===== config.mk =====
export PLATFORM = sky130hd
export DESIGN_NAME = cacheline_adapter
export DESIGN_NICKNAME = d
export VERILOG_FILES = /design/src/rtl/cacheline_adapter_pkg.sv /design/src/rtl/cacheline_adapter.sv
export SDC_FILE = /design/constraint.sdc
export NUM_CORES = 2
export LEC_CHECK = 0
export CORE_AREA = 3 3 288 290
export CTS_CLUSTER_SIZE = 25
export DETAILED_ROUTE_END_ITERATION = 6
export DIE_AREA = 0 0 291 293
export PLACE_DENSITY = 0.62
export SETUP_SLACK_MARGIN = 0.05
export SYNTH_ARGS = -nofsm -noshare
export SYNTH_HDL_FRONTEND = slang
export SYNTH_SLANG_ARGS = --single-unit

===== constraint.sdc =====
create_clock -name clk -period 4.6 [get_ports clk]
set_input_delay 0.69 -clock clk [delete_from_list [all_inputs] [get_ports clk]]
set_output_delay 0.69 -clock clk [all_outputs]
set_load 0.05 [all_outputs]

===== src/rtl/cacheline_adapter_pkg.sv =====
// rtl/cacheline_adapter_pkg.sv - shared constants and types for the cacheline burst adapter
package cacheline_adapter_pkg;
  localparam int BEATS  = 4;
  localparam int BEAT_W = 64;
  localparam int LINE_W = 256;
  localparam int CNT_W  = $clog2(BEATS);

  typedef enum logic [2:0] {IDLE, WR, RD_REQ, RD_DATA, DONE} state_t;
  typedef logic [BEAT_W-1:0] beat_t;
  typedef logic [LINE_W-1:0] line_t;
endpackage


===== src/rtl/cacheline_adapter.sv =====
// rtl/cacheline_adapter.sv - splits a cacheline request into a beat burst and reassembles read lines
module cacheline_adapter
  import cacheline_adapter_pkg::*;
(
  input  logic        clk,
  input  logic        rst,
  input  logic [31:0] line_addr,
  input  logic        line_read,
  input  logic        line_write,
  input  line_t       line_wdata,
  output logic        line_ready,
  output line_t       line_rdata,
  output logic        line_valid,
  output logic [31:0] bmem_addr,
  output logic        bmem_read,
  output logic        bmem_write,
  output beat_t       bmem_wdata,
  input  logic        bmem_ready,
  input  logic [31:0] bmem_raddr,
  input  beat_t       bmem_rdata,
  input  logic        bmem_rvalid
);
  localparam logic [CNT_W-1:0] LAST = CNT_W'(BEATS - 1);

  state_t                  state;
  logic [CNT_W-1:0]        cnt;
  logic [CNT_W-1:0]        cnt_nxt;
  logic [31:0]             addr_q;
  logic [31:0]             aligned;
  beat_t [BEATS-1:0]       wbeat_q;
  beat_t [BEATS-1:0]       buf_q;
  logic                    unused_addr_bits;

  assign cnt_nxt          = cnt + CNT_W'(1);
  assign aligned          = {line_addr[31:5], 5'b0};
  assign unused_addr_bits = ^line_addr[4:0];

  // Every output is registered; each transition loads the values the next state presents.
  always_ff @(posedge clk) begin
    if (!rst) begin
      state      <= IDLE;
      cnt        <= '0;
      addr_q     <= '0;
      wbeat_q    <= '0;
      buf_q      <= '0;
      line_ready <= 1'b1;
      line_valid <= 1'b0;
      line_rdata <= '0;
      bmem_addr  <= '0;
      bmem_read  <= 1'b0;
      bmem_write <= 1'b0;
      bmem_wdata <= '0;
    end else begin
      unique case (state)
        IDLE: begin
          if (line_write) begin
            state      <= WR;
            cnt        <= '0;
            addr_q     <= aligned;
            wbeat_q    <= line_wdata;
            line_ready <= 1'b0;
            bmem_addr  <= aligned;
            bmem_write <= 1'b1;
            bmem_wdata <= line_wdata[BEAT_W-1:0];
          end else if (line_read) begin
            state      <= RD_REQ;
            addr_q     <= aligned;
            line_ready <= 1'b0;
            bmem_addr  <= aligned;
            bmem_read  <= 1'b1;
          end
        end
        WR: begin
          if (bmem_ready) begin
            if (cnt == LAST) begin
              state      <= DONE;
              bmem_write <= 1'b0;
              bmem_addr  <= '0;
              bmem_wdata <= '0;
              line_valid <= 1'b1;
              line_rdata <= '0;
            end else begin
              cnt        <= cnt_nxt;
              bmem_wdata <= wbeat_q[cnt_nxt];
            end
          end
        end
        RD_REQ: begin
          if (bmem_ready) begin
            state     <= RD_DATA;
            cnt       <= '0;
            bmem_read <= 1'b0;
            bmem_addr <= '0;
          end
        end
        RD_DATA: begin
          // Beats tagged for another line belong to someone else and are dropped.
          if (bmem_rvalid && bmem_raddr == addr_q) begin
            buf_q[cnt] <= bmem_rdata;
            if (cnt == LAST) begin
              state      <= DONE;
              line_valid <= 1'b1;
              line_rdata <= {bmem_rdata, buf_q[BEATS-2:0]};
            end else begin
              cnt <= cnt_nxt;
            end
          end
        end
        DONE: begin
          state      <= IDLE;
          line_valid <= 1'b0;
          line_rdata <= '0;
          line_ready <= 1'b1;
        end
        default: state <= IDLE;
      endcase
    end
  end
endmodule


**Word level (Yosys, flattened, before mapping)**

Index checks and enable logic that the tools add are counted.

- Reduce and logical (&&, ||, !) cells: 22
- Eq/ne operators: 15
- Multiplexer cells: 48
- Order comparisons: 3
- Add/sub/neg operators: 1

Operators by type and width:

| cell | number |
|---|---|
| two-way mux 256 bit | 4 |
| case mux 256 bit (3 select lines) | 1 |
| two-way mux 64 bit | 5 |
| bitwise mux 256 bit | 1 |
| two-way mux 32 bit | 5 |
| binary-select mux 64 bit (select 2 bit) | 1 |
| demux 64 bit (select 2 bit) | 1 |
| case mux 64 bit (2 select lines) | 1 |
| case mux 32 bit (3 select lines) | 1 |
| equality test 32 bit | 1 |
| two-way mux 3 bit | 6 |
| inequality test 2 bit, second input constant | 8 |
| AND reduction 5 bit | 3 |
| case mux 3 bit (4 select lines) | 1 |
| AND reduction 4 bit | 3 |
| two-way mux 1 bit | 11 |
| two-way mux 2 bit | 5 |
| case mux 2 bit (4 select lines) | 1 |
| AND reduction 2 bit | 4 |
| nonzero test 2 bit | 4 |
| equality test 3 x 2 -> 1 bit, second input constant | 2 |
| < comparator 2 x 3 -> 1 bit, second input constant | 2 |
| case mux 1 bit (2 select lines) | 3 |
| AND reduction 3 bit | 2 |
| 11 further kinds | 13 |

- Word-level logic and storage cells: 107
- Register bits after elaboration: 905
- Input port bits: 390

**Logic depth before layout (Yosys ltp)**

- Word-level depth: 6
- Mapped depth: 10
- Gate-level depth less buffers: 6

**Worst setup path after synthesis**

Ideal clock, no wire load.

- Kind: reg-to-reg
- Start point: register cnt[0]
- End point: register bmem_wdata[14]
- Setup slack: 1.671 ns
- Setup time: 0.137 ns
- Arrival: 2.792 ns
- Buffers on the path: 4
- Data required time: 4.463 ns
- Stages on the path, launching flop included: 10
- Path through: dfxtp_1 buf_2 buf_1 inv_1 ha_1 clkbuf_1 clkbuf_1 mux4_2 a22oi_1 a211oi_1

- Cells in the longest elaborated chain, start to end: 6
- Elaborated cells between the ends (all ways): 7
- Classes of those cells: add/sub (1); eq/ne (1); mux (5)

RTL lines:

| item | line | text |
|---|---|---|
| start, declared | cacheline_adapter.sv:26 | `logic [CNT_W-1:0] cnt;` |
| start signal, assigned | cacheline_adapter.sv:83 | `cnt <= cnt_nxt;` |
| start signal, assigned | cacheline_adapter.sv:105 | `cnt <= cnt_nxt;` |
| adder 2 x 1 -> 2 bit | cacheline_adapter.sv:34 | `assign cnt_nxt = cnt + CNT_W'(1);` |
| binary-select mux 64 bit (select 2 bit) | cacheline_adapter.sv:84 | `bmem_wdata <= wbeat_q[cnt_nxt];` |
| two-way mux 64 bit (not written as such) | cacheline_adapter.sv:84 |  |
| two-way mux 64 bit * | cacheline_adapter.sv:75 | `if (cnt == LAST) begin` |
| two-way mux 64 bit * | cacheline_adapter.sv:74 | `if (bmem_ready) begin` |
| case mux 64 bit (2 select lines) * | cacheline_adapter.sv:54 | `unique case (state)` |
| end signal, assigned | cacheline_adapter.sv:64 | `bmem_wdata <= line_wdata[BEAT_W-1:0];` |
| end signal, assigned | cacheline_adapter.sv:84 |  |
| end, declared | cacheline_adapter.sv:17 | `output beat_t bmem_wdata,` |

Mark *: on every way between the ends. The rest lies on a longest branch, timed or not. The select of a mux whose other input is x is not followed.
A chain may end at the register's enable or synchronous reset.

**Worst setup path after layout**

- Start point: register state[1]
- End point: register line_rdata[153]

- Cells in the longest elaborated chain, start to end: 3
- Elaborated cells between the ends (all ways): 10
- Classes of those cells: eq/ne (7); mux (1); reduce/logical (2)

RTL lines:

| item | line | text |
|---|---|---|
| start, declared | cacheline_adapter.sv:25 | `state_t state;` |
| start signal, assigned | cacheline_adapter.sv:41 | `state <= IDLE;` |
| start signal, assigned | cacheline_adapter.sv:57 | `state <= WR;` |
| start signal, assigned | cacheline_adapter.sv:66 | `state <= RD_REQ;` |
| equality test 3 x 2 -> 1 bit (tied with other cells) | cacheline_adapter.sv:54 |  |
| inequality test 2 bit (no line) / nonzero test 3 bit (equally long branches) | n/a |  |
| AND reduction 5 bit (no line) | n/a |  |
| end signal, assigned | cacheline_adapter.sv:103 | `line_rdata <= {bmem_rdata, buf_q[BEATS-2:0]};` |
| end, declared | cacheline_adapter.sv:12 | `output line_t line_rdata,` |

Several ways; a longest one is shown, not always the timed one.

==> results.py <==
metrics = {
    "yosys": {
        "netlist_area_mm2": 0.02983,
        "ys_seq_area_share_pct": 55.76,
        "ys_ff_latch": 831,
        "synthFlopType": "dfxtp_1",
        "yosysTopAreaCellShare_pct": 55.76,
        "synth_warnings": 0,
        "synth_edf_count": 0,
        "synthDistinctLibCells": 39,
        "synth.area.top_cells": "dfxtp_1, nand2_1, a21oi_1, a22o_1, mux4_2",
        "synthArstFlopShare_pct": 0,
        "yosysTopAreaCell": "dfxtp_1",
        "syn_inst": 3228,
        "post_synth.cell_area_avg_um2": 9.243,
    },
    "layout": {
        "syn2layout_area_growth_pct": 37.13,
        "seq_area_mm2": 0.01664,
        "nFillCells": 7561,
        "final_util_pct": 50.79,
        "multiInputGateArea_mm2": 0.01199,
        "drive_gt1_share_pct": 6.819,
        "final_cell_mix": "nand2_1, dfxtp_1, clkdlybuf4s50_1, a21oi_1, a22o_1",
        "nNetsFinal": 4228,
        "fin_cells": 4982,
        "layout_commonest_cell": "nand2_1",
    },
    "sta": {
        "fin_crit_ns": 3.381,
        "rsz0062_at_grt": "no",
        "max_freq_mhz": 295.8,
        "hold_viol_final": 0,
        "clock_skew_ns": 0.03413,
        "slew_headroom_pct": 25.29,
        "drv_slew": 0,
        "setup_viol": 0,
        "fin_crit_sh_pct": 73.50,
        "tns_ns": 0,
        "tightest_slew_ns": 1.118,
    },
    "cts": {
        "cts_sinks": 831,
        "cts_setup_buffers": 0,
        "h-tree-depth": 3,
        "clock_path_buffers": 3,
        "clockRootBuffer": "clkbuf_16",
        "ctsResizeCount": 0,
        "insertion_delay_ns": 0.64,
        "cts_tree": "built",
        "ctsHoldBuffers": 0,
        "path_clk_slew_ns": 0.06,
        "numCtsBuffers": 89,
    },
    "global_route": {
        "grt_pass1_wl_um": 148700,
        "grt_pass1_vias": 24060,
        "grt-ovfl-total": 0,
        "grt_start_max_net_pins": 129,
        "grt_use_total_pct": 22.17,
        "antenna_found_initial": 33,
    },
    "pwr": {
        "ir_worst_vdd_mv": 0.2750,
        "pwr-share-comb_pct": 12.5,
        "seqPwrFrac_pct": 45.2,
        "p_clk_share_pct": 42.3,
        "p_leak_nw": 14.44,
        "p_sw_w": 0.004433,
        "power_w": 0.01690,
        "swShare_pct": 26.23,
        "powerDensity_mw_per_mm2": 413.1,
        "p_int_w": 0.01247,
    },
    "setup_path": {
        "worst_ep_required_time_ns": 5.12,
        "worst-path-max-fanout": 72,
        "cp-end-kind": "flop",
        "startpoint_type": "flop",
        "arrival_ns": 3.90,
        "crit_type": "flop to flop",
    },
    "floorplan": {
        "rows": 104,
        "die_width_um": 291,
        "coreArea_mm2": 0.08055,
        "die_y_um": 293,
        "io_pins": 746,
        "dieArea_mm2": 0.08526,
        "start_util_pct": 37.04,
    },
    "placed_design": {
        "dpl.cell_count": 4803,
        "port_buffers": 735,
        "place.gp.congestion": 0.8336,
        "post-dp-hpwl_um": 66140,
    },
    "route": {
        "vias": 25430,
        "wl_per_cell_um": 19.92,
        "vias_per_cell": 5.104,
        "post-route-drc-count": 0,
        "dr.first_iter.drc_count": 1689,
        "wirelength_um": 99250,
        "final_antenna_net_count": 0,
        "first_pass_iters": 5,
    },
    "outcome": {
        "status": "completed",
    },
    "job": {
        "drv_cap": 0,
    },
    "min_path": {
        "hold_class": "flop to flop",
    },
}
[registers in the layout, summed over array words and instances, names as in the netlist, 2 cells and up]
name	cells
line_rdata	256
wbeat_q	256
buf_q	192
bmem_wdata	64
addr_q	27
bmem_addr	27
state	3
cnt	2
[cells by family after synthesis]
logic type,Yosys count,synth area share (%)
mux,65,4.865
simple gates,1119,14.63
buf+inv,277,4.282
flops,831,55.76
compound gates,909,19.64
fa+ha+maj,4,0.1678
xor+xnor,22,0.6458
other cells,1,0.01257
[cell type report]
cell class / instances / share of cell area, %
Antenna cell: 21 / 0.1284
Clock buffer: 129 / 6.306
Sequential cell: 831 / 40.67
Tap cell: 1060 / 3.242
Inverter: 4 / 0.05505
Clock inverter: 29 / 0.8869
Timing Repair Buffer: 784 / 19.40
Multi-Input combinational cell: 2124 / 29.31
[critical path, stage by stage, from the launching register on]
cell	delay (ns)
dfxtp_1	0.66
nor4b_2	0.37
nand4_1	0.23
nor4_4	0.49
a31oi_1	0.29
o21a_4	0.52
buf_12	0.33
a22o_1	0.28
[cell usage after synthesis, types with 2 or more instances]
| cell type | number |
|---|---|
| xnor2_1 | 22 |
| nand2b_1 | 9 |
| nor2b_1 | 6 |
| buf_1 | 9 |
| buf_4 | 7 |
| and3_1 | 4 |
| a22oi_1 | 64 |
| nand2_1 | 987 |
| o21ai_0 | 5 |
| nand3_1 | 3 |
| buf_6 | 21 |
| inv_1 | 4 |
| nor3_1 | 4 |
| clkbuf_1 | 193 |
| a21oi_1 | 511 |
| mux4_2 | 64 |
| o2111ai_1 | 2 |
| dfxtp_1 | 831 |
| or3_1 | 2 |
| nand4_1 | 12 |
| a22o_1 | 256 |
| o21a_1 | 2 |
| nor2_1 | 79 |
| buf_2 | 43 |
| and4_1 | 6 |
| a211oi_1 | 64 |
| and2_1 | 3 |
| ha_1 | 4 |
[path summary, 6_finish.rpt]
| path | start | to | slack (ns) | depth (start not counted) |
|---|---|---|---|---|
| setup reg to reg | state[1] | line_rdata[153] | 1.22 | 7 |
| setup / recovery | state[1] | line_rdata[153] | 1.22 | 7 |
| hold reg to reg | buf_q[116] | buf_q[116] | 0.45 | 2 |
| hold / removal | buf_q[116] | buf_q[116] | 0.45 | 2 |
[stage by stage]
step	area (um2)	setup WS, ns	hold WS, ns
2_1_floorplan	29850	1.671	0.4315
3_3_place_gp	37920	0.7982	0.4374
3_5_place_dp	37920	0.7705	0.4427
4_1_cts	40860	1.229	0.4457
5_1_grt	40890	0.9980	0.4619
6_report	40910	1.219	0.4479
[routing by layer]
metal	wire length, um	share of wire (%)	vias to the layer above	global-route usage (%)
met2	46320	47	796	35.50
met1	41370	42	12040	27.90
met4	3223	3.2	24	8.844
met3	8205	8.3	175	6.999
met5	135	0.14	-	0
li1	-	-	12390	-
[power by group through the flow]
| stage | combinational (W) | sequential [W] | clock (W) |
|---|---|---|---|
| floorplan | 0.000910 | 0.00807 | 0 |
| global placement | 0.00211 | 0.00778 | 0 |
| detailed placement | 0.00212 | 0.00779 | 0 |
| CTS | 0.00213 | 0.00764 | 0.00733 |
| global route | 0.00227 | 0.00767 | 0.00761 |
| finish | 0.00211 | 0.00764 | 0.00715 |
Power figures use the tool's default switching activity.
